==> src/rtl/jtopl_pkg.sv <==
// jtopl_pkg: shared LFO widths and default frame divisors for the LFO, EG final stage and PG
package jtopl_pkg;

    localparam int LFO_AM_W   = 7;
    localparam int LFO_PM_W   = 3;
    localparam int LFO_AM_DIV = 64;
    localparam int LFO_PM_DIV = 1024;

    // Triangle magnitude seen by the consumer: bit 6 selects the falling half, which is inverted
    function automatic logic [LFO_AM_W-2:0] lfo_am_level(input logic [LFO_AM_W-1:0] m);
        return m[LFO_AM_W-1] ? ~m[LFO_AM_W-2:0] : m[LFO_AM_W-2:0];
    endfunction

endpackage

==> src/rtl/jtopl_lfo_am_if.sv <==
// jtopl_lfo_am_if: frame timing and control inputs plus modulation outputs of the LFO
interface jtopl_lfo_am_if;
    import jtopl_pkg::*;

    logic                cenop;
    logic                zero;
    logic                lfo_rst;
    logic                test_fast;
    logic [LFO_AM_W-1:0] lfo_mod;
    logic [LFO_PM_W-1:0] vib_cnt;
    logic                am_wrap;

    modport master (
        output cenop, zero, lfo_rst, test_fast,
        input  lfo_mod, vib_cnt, am_wrap
    );

    modport slave (
        input  cenop, zero, lfo_rst, test_fast,
        output lfo_mod, vib_cnt, am_wrap
    );

endinterface

==> src/rtl/jtopl_lfo_div.sv <==
// jtopl_lfo_div: frame prescaler, emits a step on the frame tick that hits DIV-1 (or any tick when forced)
module jtopl_lfo_div #(
    parameter int DIV = 64
) (
    input  logic clk,
    input  logic rst_n,
    input  logic tick_i,
    input  logic clr_i,
    input  logic fast_i,
    output logic step_o
);
    localparam int W = $clog2(DIV);
    localparam logic [W-1:0] TERM = W'(DIV - 1);

    logic [W-1:0] cnt_q, cnt_d;
    logic         term;

    assign term   = cnt_q == TERM;
    assign step_o = tick_i & (fast_i | term);

    // Count frame ticks; the forced step in test mode leaves the count untouched
    always_comb cnt_d = clr_i ? '0 : !tick_i ? cnt_q : term ? '0 : cnt_q + W'(1);

    // Prescaler register
    always_ff @(posedge clk or negedge rst_n)
        if (!rst_n) cnt_q <= '0;
        else        cnt_q <= cnt_d;

endmodule

==> src/rtl/jtopl_lfo_am.sv <==
// jtopl_lfo_am: frame-rate LFO producing the tremolo phase word and vibrato phase
module jtopl_lfo_am
    import jtopl_pkg::*;
#(
    parameter int AM_DIV = LFO_AM_DIV,
    parameter int PM_DIV = LFO_PM_DIV
) (
    input  logic                clk,
    input  logic                rst_n,
    jtopl_lfo_am_if.slave       bus
);
    logic                frame_tick, am_step, pm_step;
    logic [LFO_AM_W-1:0] lfo_mod_q, lfo_mod_d;
    logic [LFO_PM_W-1:0] vib_q, vib_d;
    logic                wrap_q, wrap_d;

    assign frame_tick = bus.cenop & bus.zero;

    jtopl_lfo_div #(.DIV(AM_DIV)) u_am_div (
        .clk    (clk),
        .rst_n  (rst_n),
        .tick_i (frame_tick),
        .clr_i  (bus.lfo_rst),
        .fast_i (bus.test_fast),
        .step_o (am_step)
    );

    jtopl_lfo_div #(.DIV(PM_DIV)) u_pm_div (
        .clk    (clk),
        .rst_n  (rst_n),
        .tick_i (frame_tick),
        .clr_i  (bus.lfo_rst),
        .fast_i (bus.test_fast),
        .step_o (pm_step)
    );

    // Phase advance; the LFO clear wins over a coincident step
    always_comb begin
        lfo_mod_d = bus.lfo_rst ? '0 : lfo_mod_q + LFO_AM_W'(am_step);
        vib_d     = bus.lfo_rst ? '0 : vib_q + LFO_PM_W'(pm_step);
        wrap_d    = ~bus.lfo_rst & am_step & (&lfo_mod_q);
    end

    // Phase and wrap registers, updated only on frame boundaries or clear
    always_ff @(posedge clk or negedge rst_n)
        if (!rst_n) begin
            lfo_mod_q <= '0;
            vib_q     <= '0;
            wrap_q    <= 1'b0;
        end else begin
            lfo_mod_q <= lfo_mod_d;
            vib_q     <= vib_d;
            wrap_q    <= wrap_d;
        end

    assign bus.lfo_mod = lfo_mod_q;
    assign bus.vib_cnt = vib_q;
    assign bus.am_wrap = wrap_q;

endmodule

==> src/flat_wrapper.sv <==
// flat-port wrapper written by rule: the top's interface ports become plain ports
module jtopl_lfo_am_flat import jtopl_pkg::*;
#(
    parameter int AM_DIV = LFO_AM_DIV,
    parameter int PM_DIV = LFO_PM_DIV
)
  (clk, rst_n, bus_cenop, bus_zero, bus_lfo_rst, bus_test_fast, bus_lfo_mod, bus_vib_cnt, bus_am_wrap);
  jtopl_lfo_am_if bus_i ();
  input  logic clk;
  input  logic rst_n;
  input wire logic [$bits(bus_i.cenop)-1:0] bus_cenop;
  input wire logic [$bits(bus_i.zero)-1:0] bus_zero;
  input wire logic [$bits(bus_i.lfo_rst)-1:0] bus_lfo_rst;
  input wire logic [$bits(bus_i.test_fast)-1:0] bus_test_fast;
  output wire logic [$bits(bus_i.lfo_mod)-1:0] bus_lfo_mod;
  output wire logic [$bits(bus_i.vib_cnt)-1:0] bus_vib_cnt;
  output wire logic [$bits(bus_i.am_wrap)-1:0] bus_am_wrap;
  assign bus_i.cenop = bus_cenop;
  assign bus_i.zero = bus_zero;
  assign bus_i.lfo_rst = bus_lfo_rst;
  assign bus_i.test_fast = bus_test_fast;
  assign bus_lfo_mod = bus_i.lfo_mod;
  assign bus_vib_cnt = bus_i.vib_cnt;
  assign bus_am_wrap = bus_i.am_wrap;
  jtopl_lfo_am #(.AM_DIV(AM_DIV), .PM_DIV(PM_DIV)) u_core (.clk(clk), .rst_n(rst_n), .bus(bus_i));
endmodule
==> config.mk <==
export PLATFORM = sky130hd
export DESIGN_NAME = jtopl_lfo_am_flat
export DESIGN_NICKNAME = d
export VERILOG_FILES = /design/src/rtl/jtopl_pkg.sv /design/src/rtl/jtopl_lfo_am_if.sv /design/src/rtl/jtopl_lfo_div.sv /design/src/rtl/jtopl_lfo_am.sv /design/src/flat_wrapper.sv
export SDC_FILE = /design/constraint.sdc
export NUM_CORES = 1
export LEC_CHECK = 0
export ABC_CLOCK_PERIOD_IN_PS = 1700
export CORE_UTILIZATION = 30
export DETAILED_ROUTE_END_ITERATION = 16
export PLACE_DENSITY = 0.56
export SLEW_MARGIN = 20
export SYNTH_ARGS = -nofsm -noshare
export SYNTH_HDL_FRONTEND = slang
export SYNTH_SLANG_ARGS = --single-unit
export TNS_END_PERCENT = 20
==> constraint.sdc <==
create_clock -name clk -period 1.7 [get_ports clk]
set_clock_uncertainty 0.05 [all_clocks]
set_input_delay 0.255 -clock clk [delete_from_list [all_inputs] [get_ports clk]]
set_output_delay 0.255 -clock clk [all_outputs]
set_load 0.01 [all_outputs]
Yosys cells after proc, flatten, opt, wreduce, memory -nomap -nowiden
Index checks and enable logic that the tools add are counted.
{"block": "word_totals", "register_bits": 27, "word_cells": 29}
{"block": "op_classes", "add_sub_neg": 4, "eq_ne": 2, "n_mux": 8, "n_bitwise": 8, "reduce_logical": 2}
{"operator": "$mux 10", "count": 3}
{"operator": "$mux 6", "count": 3}
{"operator": "$add 10x1->10 const B", "count": 1}
{"operator": "$eq 10x10->1 const B", "count": 1}
{"operator": "$add 7x1->7", "count": 1}
{"operator": "$mux 7", "count": 1}
{"operator": "$reduce_and 7->1", "count": 1}
{"operator": "$add 6x1->6 const B", "count": 1}
{"operator": "$eq 6x6->1 const B", "count": 1}
{"operator": "$and 1x1->1", "count": 5}
{"operator": "$add 3x1->3", "count": 1}
{"operator": "$mux 3", "count": 1}
{"operator": "$or 1x1->1", "count": 2}
{"operator": "$reduce_bool 2->1", "count": 1}
{"operator": "$not 1->1", "count": 1}

Depth between registers and ports, before layout
Gate-level depths: netlist of run 1.
{"block": "depth", "word_depth": 5, "ltp_mapped": 10, "mapped_depth_nobuf": 10}

Cells and area by module
Synthesis of run 1 repeated with hierarchy kept, for this count alone.
{"block": "hier_totals", "cells_unflattened": 135, "area_unflattened_um2": 1363.8}
{"mod": "jtopl_lfo_div at u_core.u_pm_div", "n_inst": 1, "cells_per_inst": 57, "area_per_inst_um2": 541.8, "seq_area_each_um2": 250.2}
{"mod": "jtopl_lfo_am", "n_inst": 1, "cells_per_inst": 44, "area_per_inst_um2": 498.0, "seq_area_each_um2": 275.3}
{"mod": "jtopl_lfo_div at u_core.u_am_div", "n_inst": 1, "cells_per_inst": 34, "area_per_inst_um2": 324.1, "seq_area_each_um2": 150.1}

Worst setup path after synthesis of run 1
OpenSTA, ideal clock, no wires.
{"block": "synth_timing", "path_type": "register to register", "from": "register u_core.u_pm_div.cnt_q[0]", "to": "register u_core.vib_q[1], in the netlist u_core.bus.vib_cnt[1]", "setup_ns": 0.130, "arrival_time_ns": 1.604, "setup_slack_ns": -0.084, "stages_incl_launch_ff": 9, "path_buffers": 0, "synth_period_minus_slack_ns": 1.784, "cell_sequence": "dfrtp_1 -> ha_1 -> nand2_1 -> nor3_1 -> nor2_1 -> nor2_1 -> ha_1 -> ha_1 -> nor2b_1"}
{"block": "synth_between", "elab_chain_cells": 5}
{"element": "start, declared", "line": "jtopl_lfo_div.sv:15", "rtl": "logic [W-1:0] cnt_q, cnt_d;"}
{"element": "start signal, assigned", "line": "jtopl_lfo_div.sv:27", "rtl": "else cnt_q <= cnt_d;"}
{"element": "$eq 10x10->1", "line": "jtopl_lfo_div.sv:18", "rtl": "assign term = cnt_q == TERM;"}
{"element": "$or 1x1->1", "line": "jtopl_lfo_div.sv:19", "rtl": "assign step_o = tick_i & (fast_i | term);"}
{"element": "$and 1x1->1", "line": "jtopl_lfo_div.sv:19"}
{"element": "$add 3x1->3", "line": "jtopl_lfo_am.sv:40", "rtl": "vib_d = bus.lfo_rst ? '0 : vib_q + LFO_PM_W'(pm_step);"}
{"element": "$mux 3", "line": "jtopl_lfo_am.sv:40"}
{"element": "via u_core.vib_d[1]", "line": "jtopl_lfo_am.sv:14", "rtl": "logic [LFO_PM_W-1:0] vib_q, vib_d;"}
{"element": "end signal, assigned", "line": "jtopl_lfo_am.sv:52", "rtl": "vib_q <= vib_d;"}
{"element": "end, declared", "line": "jtopl_lfo_am.sv:14"}
The timed path passes the listed nets, and every way through them passes these cells.
A chain may end at the register's enable or synchronous reset.

Final worst setup path of run 1
{"block": "layout_timing", "from": "register u_core.u_am_div.cnt_q[0]", "to": "register u_core.lfo_mod_q[6], in the netlist u_core.bus.lfo_mod[6]"}
{"block": "layout_between", "elab_chain_cells": 5}
{"element": "start, declared", "line": "jtopl_lfo_div.sv:15"}
{"element": "start signal, assigned", "line": "jtopl_lfo_div.sv:27"}
{"element": "$eq 6x6->1", "line": "jtopl_lfo_div.sv:18"}
{"element": "$or 1x1->1", "line": "jtopl_lfo_div.sv:19"}
{"element": "$and 1x1->1", "line": "jtopl_lfo_div.sv:19"}
{"element": "$add 7x1->7", "line": "jtopl_lfo_am.sv:39", "rtl": "lfo_mod_d = bus.lfo_rst ? '0 : lfo_mod_q + LFO_AM_W'(am_step);"}
{"element": "$mux 7", "line": "jtopl_lfo_am.sv:39"}
{"element": "via u_core.lfo_mod_d[6]", "line": "jtopl_lfo_am.sv:13", "rtl": "logic [LFO_AM_W-1:0] lfo_mod_q, lfo_mod_d;"}
{"element": "end signal, assigned", "line": "jtopl_lfo_am.sv:51", "rtl": "lfo_mod_q <= lfo_mod_d;"}
{"element": "end, declared", "line": "jtopl_lfo_am.sv:13"}
The timed path passes the listed nets, and every way through them passes these cells.

==> results of run 1 <==
-- power by group --
part           internal (W)  total (W)  switching (W)
clock              0.000164   0.000371       0.000207
sequential         0.000650   0.000656     0.00000661
combinational     0.0000473   0.000100      0.0000530
total              0.000861    0.00113       0.000267
-- state kept, by name, summed over array words and instances, names as in the netlist --
name	cells
u_core.bus.am_wrap	1
u_core.bus.lfo_mod	7
u_core.bus.vib_cnt	3
u_core.u_am_div.cnt_q	6
u_core.u_pm_div.cnt_q	10
-- placed cells by master, fill, tap and decap left out, types with 2 or more instances in the layout --
master           Yosys  final
nor2_1              18     15
nand3_1             10      7
or3_1                5      5
nand3_2              1      3
clkdlybuf4s50_1      0     16
nor2b_1              4      4
ha_4                 0      2
ha_1                 7      4
a31oi_1              2      2
and2_1               2      2
buf_4                0     29
xor2_1               9      8
clkbuf_8             0      3
a21oi_1              7      7
nor3_1               4      3
nand3b_1             3      3
nand2_1             13     12
and3_1               2      2
xnor2_1              3      3
nor2_2               0      2
nand4_1              4      4
dfrtp_1             27     26
-- cells by family (layout without fill, tap and decap cells) --
| family | count (synthesis) | after routing | share of synthesized area |
|---|---|---|---|
| adders and majority gates | 7 | 7 | 0.0651 |
| xor gates and xnor gates | 12 | 12 | 0.0781 |
| DFF | 27 | 27 | 0.502 |
| buffers and inverters | 5 | 49 | 0.0149 |
| AOI/OAI and AO/OA | 16 | 16 | 0.0781 |
| and+or+nand+nor | 69 | 69 | 0.261 |
-- Yosys cell counts, drive strengths merged, types with 3 or more instances --
cell     n
ha       7
nand4    4
nand3b   3
nand2   13
a21oi    7
or3      5
nand3   11
nor2    18
nor3     4
clkbuf   3
xnor2    3
nor2b    4
dfrtp   27
xor2     9
-- path summary, 6_finish.rpt --
| path | start | to | cells after the start |
|---|---|---|---|
| setup / recovery | u_core.u_am_div.cnt_q[0]$_DFFE_PN0P_ | u_core.bus.lfo_mod[6]$_DFF_PN0_ | 10 |
| hold / removal | rst_n | u_core.bus.lfo_mod[5]$_DFF_PN0_ | 2 |
| setup reg to reg | u_core.u_am_div.cnt_q[0]$_DFFE_PN0P_ | u_core.bus.lfo_mod[6]$_DFF_PN0_ | 10 |
| hold reg to reg | u_core.bus.vib_cnt[2]$_DFF_PN0_ | u_core.bus.vib_cnt[2]$_DFF_PN0_ | 2 |
| max in group asynchronous | rst_n | u_core.bus.lfo_mod[1]$_DFF_PN0_ | 2 |
| min in group clk | u_core.bus.vib_cnt[2]$_DFF_PN0_ | u_core.bus.vib_cnt[2]$_DFF_PN0_ | 2 |
-- cell type report --
cell class | count | share of cell area
multi-input cells | 104 | 0.387
flip-flops and latches | 27 | 0.357
repair buffers | 45 | 0.199
well taps | 50 | 0.0330
clock buffers | 3 | 0.0218
clock inverters | 1 | 0.00264
-- what timing repair did --
action | CTS | global route
endpoints found under the setup margin | 9 | 9
gates resized for setup | 11 | 6
buffers inserted | 2 | 2
pin swaps | 7 | 5
-- per-stage QoR --
step	total power [W]	util	instance area (sq um)	std cells
after floorplan	0.000704	-	1350	136
after global placement	0.000764	0.420	1740	222
final	0.00113	0.458	1900	230
after detailed placement	0.000766	0.420	1740	222
after global routing	0.00118	0.458	1900	230
after CTS	0.00114	0.446	1850	228
-- critical path, delay by kind of cell (launching register included) --
kind	cells	cell delay (ns)
XOR/XNOR	1	0.16
AND/OR/NAND/NOR	6	0.43
flip-flops	1	0.42
adder cells (fa/ha/maj)	3	0.55
-- routing by layer --
| metal | share of wire | GRT usage | vias to the layer above |
|---|---|---|---|
| met1 | 0.48 | 0.190 | 564 |
| li1 | - | - | 564 |
| met2 | 0.48 | 0.269 | 15 |
| met3 | 0.024 | 0.0411 | 6 |
| met5 | 0 | 0 | - |
| met4 | 0.013 | 0.0434 | 0 |
==> impl_metrics.ini, run 1 <==
[run_status]
status = finished, violations left
violations = negative setup slack

[yosys]
synth_ff_type = dfrtp_1
yosysTopAreaCellShare = 0.502
async_flop_share = 1.00
syn_avg_cell_area_sq_um = 9.89
synth-seq-cells = 27
yosysUniqueCellTypes = 30
synth_cells = 136
synth_top_cell_by_area = dfrtp_1
synth-warning-count = 0
synth.area.top_cells = dfrtp_1 (50%), ha_1 (6.5%), xor2_1 (5.9%)
synth_edf_count = 0
synth_fp_nets = 149
syn_area_sq_um = 1350
ys_seq_area_frac = 0.502

[cts]
postCtsHoldBufs = 0
cts_tree = done
cts.sinks = 27
cts_buffers = 3
cts.path.max_buffers = 2
path_clk_slew_ns = 0.10
cts_root_buffer = clkbuf_8
worstSkewPairLatency_ns = 0.28
h-tree-depth = 1

[power]
power_per_cell_area_nw_per_um2 = 595
peakVddDrop_mv = 0.444
leakagePower_nw = 0.850

[floorplan]
io_pins = 17
chipWidth_microns = 69.0
initial_core_util = 0.325
row_count = 23
coreArea_sq_um = 4140
die_area_sq_um = 4760
die_h_microns = 69.0

[layout]
drive_above_1_share = 0.272
diodes = 0
fin_nets = 194
area_growth_pct = 41.0
register_area_sq_um = 677
fillers = 400
multi_input_area_sq_um = 733

[critical_path]
cp_cell_sequence = ha_4 > nand3_4 > nor2_4 > nor2_2 > nor2_2 > ha_2 > ha_4 > nand3_2 > xor2_1 > nor2_1
crit_path_end_kind = flop
worst_ep_required_time_ns = 1.82
worstPathMaxFanout = 3
path_class = flop to flop
startpoint_type = flop
r2r_slack_ns = -0.008
cpMaxStageDelayCell = dfrtp_1
slowest_delay_ns = 0.42
critPathArrivalTime_ns = 1.83

[run]
maxCapViolCount = 0

[timing]
min_period_over_period = 1.00
relSlewSlack = 0.761
finalSetupTns_ns = -0.00794
fmaxAchievable_ghz = 0.586
layout_min_cycle_time_ns = 1.71
hold_viol = 0
layout_setup_ws_ns = -0.00794
grt_setup_unrepaired = yes
setup_viol = 1
worstMarginPinSlew_ns = 0.358
slew_viol_final = 0
whs_ns = 0.295

[grt]
grt_pass1_vias = 1181
antenna_found_initial = 0
grt_pass1_wl_microns = 5420
grt_overflow = 0
grt.total_usage = 0.156
grt_max_degree = 28

[place]
dp_hpwl_microns = 2210
gp_congestion = 0.791
io_buffer_count = 16
pre_cts_slack_ns = -0.193

[min_path]
min_path_type = primary input to asynchronous set/reset pin

[route]
num_vias = 1149
drtIter0Drc = 50
routed_wl_microns = 3150
wl_per_cell_microns = 13.7
firstDrtPassIters = 4
drc = 0
ant_nets = 0
viasPerCell = 5.00
Note: power is estimated with default switching activity, not from simulation.
==> inputs of run 2 (changes only) <==
--- a/config.mk
+++ b/config.mk
@@ -9,6 +9,7 @@
 export CORE_UTILIZATION = 30
 export DETAILED_ROUTE_END_ITERATION = 16
 export PLACE_DENSITY = 0.56
+export SKIP_LAST_GASP = 1
 export SLEW_MARGIN = 20
 export SYNTH_ARGS = -nofsm -noshare
 export SYNTH_HDL_FRONTEND = slang
==> impl_metrics.ini, run 2 (synthesis gave the netlist of run 1 again) <==
[route]
ant_nets = 0
num_vias = 1141
drtIter0Drc = 50
drc = 0
firstDrtPassIters = 4
routed_wl_microns = 3110
wl_per_cell_microns = 13.5
viasPerCell = 4.96

[grt]
grt.total_usage = 0.156
grt_pass1_vias = 1179
grt_max_degree = 28
grt_pass1_wl_microns = 5420
grt_overflow = 0
antenna_found_initial = 0

[floorplan]
io_pins = 17
chipWidth_microns = 69.0
initial_core_util = 0.325
row_count = 23
die_area_sq_um = 4760
die_h_microns = 69.0
coreArea_sq_um = 4140

[layout]
largest_reg_flops = 10
diodes = 0
regMostFlops = u_core.u_pm_div.cnt_q
layout_common_cells = buf_4 (29), dfrtp_1 (27), clkdlybuf4s50_1 (16)
register_area_sq_um = 676
stdcell_area_sq_um = 1890
fin_nets = 194
multi_input_area_sq_um = 723
drive_above_1_share = 0.256
final_common_cell = buf_4
fillers = 403
area_growth_pct = 40.2

[timing]
layout_min_cycle_time_ns = 1.72
min_period_over_period = 1.01
setup_viol = 2
layout_setup_ws_ns = -0.0166
hold_viol = 0
grt_setup_unrepaired = yes
relSlewSlack = 0.761
slew_viol_final = 0
worstMarginPinSlew_ns = 0.359
finalSetupTns_ns = -0.0196
fmaxAchievable_ghz = 0.583

[min_path]
min_path_type = primary input to asynchronous set/reset pin

[run_status]
violations = negative setup slack
status = finished, violations left

[power]
p_sw_w = 0.000260
pwr-share-comb = 0.089
clockPowerShare = 0.325
seqPwrFrac = 0.585
power_per_cell_area_nw_per_um2 = 595
switching_share = 0.232
p_int_w = 0.000861
peakVddDrop_mv = 0.442
leakagePower_nw = 0.849

[cts]
path_clk_slew_ns = 0.10
cts_root_buffer = clkbuf_8
cts_tree = done
h-tree-depth = 1
cts.sinks = 27
cts.path.max_buffers = 2
worstSkewPairLatency_ns = 0.27
cts_buffers = 3
postCtsHoldBufs = 0

[critical_path]
worstPathMaxFanout = 3
worstReg2RegEnd = u_core.bus.lfo_mod[6]$_DFF_PN0_
slowest_delay_ns = 0.42
crit_end = u_core.bus.lfo_mod[6]$_DFF_PN0_
critPathTopFamily = adder cells
cp_cell_sequence = ha_4 > nand3_4 > nor2_4 > nor2_2 > nor2_2 > ha_2 > ha_4 > nand3_2 > xor2_1 > nor2_1
crit_path_end_kind = flop
r2r_slack_ns = -0.02
path_class = flop to flop
crit_buf_inv = 0
r2r_start = u_core.u_am_div.cnt_q[0]$_DFFE_PN0P_
worst_ep_required_time_ns = 1.82
startpoint_type = flop
r2r_cells = 10
critPathArrivalTime_ns = 1.83
critPathLaunch = u_core.u_am_div.cnt_q[0]$_DFFE_PN0P_
cp.depth = 10
cpMaxStageDelayCell = dfrtp_1

[place]
pre_cts_slack_ns = -0.193
io_buffer_count = 16
dp_hpwl_microns = 2210
dpl_cell_area_sq_um = 1740
gp_congestion = 0.791

[run]
maxCapViolCount = 0
[run 2: cell types whose count changed in the layout (fill, tap and decap cells not counted)]
cell,delta
nand2_2,-1
dfrtp_2,-1
nand2_1,+1
dfrtp_1,+1
xor2_2,-1
xor2_1,+1
[run 2: what timing repair did]
action | CTS | global route
buffers inserted | 2 | 2
pin swaps | 7 | 4
endpoints found under the setup margin | 9 | 9
resized for setup | 11 | 3
[run 2: per-layer routing]
metal / global-route usage / wire length (microns)
met5: 0 / 0
met4: 0.0434 / 27
met3: 0.0411 / 74
met2: 0.269 / 1520
met1: 0.190 / 1490
[run 2: per-stage QoR]
step / utilization / hold slack, ns / power (W) / instances
after global placement: 0.420 / 0.435 / 0.000764 / 222
after floorplan: - / -0.0906 / 0.000704 / 136
after global routing: 0.455 / 0.316 / 0.00118 / 230
after detailed placement: 0.420 / 0.443 / 0.000766 / 222
final: 0.455 / 0.300 / 0.00112 / 230
after CTS: 0.446 / 0.304 / 0.00114 / 228
[run 2: how the worst min path moves through the flow]
stage | startpoint | end | slack (ns)
floorplan | rst_n | u_core.bus.am_wrap$_DFF_PN0_ | -0.09
global placement | u_core.u_am_div.cnt_q[5]$_DFFE_PN0P_ | u_core.u_am_div.cnt_q[5]$_DFFE_PN0P_ | 0.44
detailed placement | u_core.u_am_div.cnt_q[5]$_DFFE_PN0P_ | u_core.u_am_div.cnt_q[5]$_DFFE_PN0P_ | 0.44
CTS | rst_n | u_core.bus.lfo_mod[1]$_DFF_PN0_ | 0.30
global route | rst_n | u_core.bus.lfo_mod[5]$_DFF_PN0_ | 0.32
finish | rst_n | u_core.bus.lfo_mod[2]$_DFF_PN0_ | 0.30
[run 2: power groups by stage]
stage / registers [W] / clock network, W / logic [W]
6_report: 0.000656 / 0.000365 / 0.000100
5_1_grt: 0.000658 / 0.000412 / 0.000114
4_1_cts: 0.000655 / 0.000388 / 0.000101
3_5_place_dp: 0.000668 / 0 / 0.0000975
3_3_place_gp: 0.000668 / 0 / 0.0000958
2_1_floorplan: 0.000670 / 0 / 0.0000338
[run 2: layout make-up]
cell class                 instances  area share
clock buffer                       3      0.0219
tap                               50      0.0332
multi-input combinational        104       0.384
sequential                        27       0.358
clock inverter                     1     0.00265
timing repair buffer              45       0.200
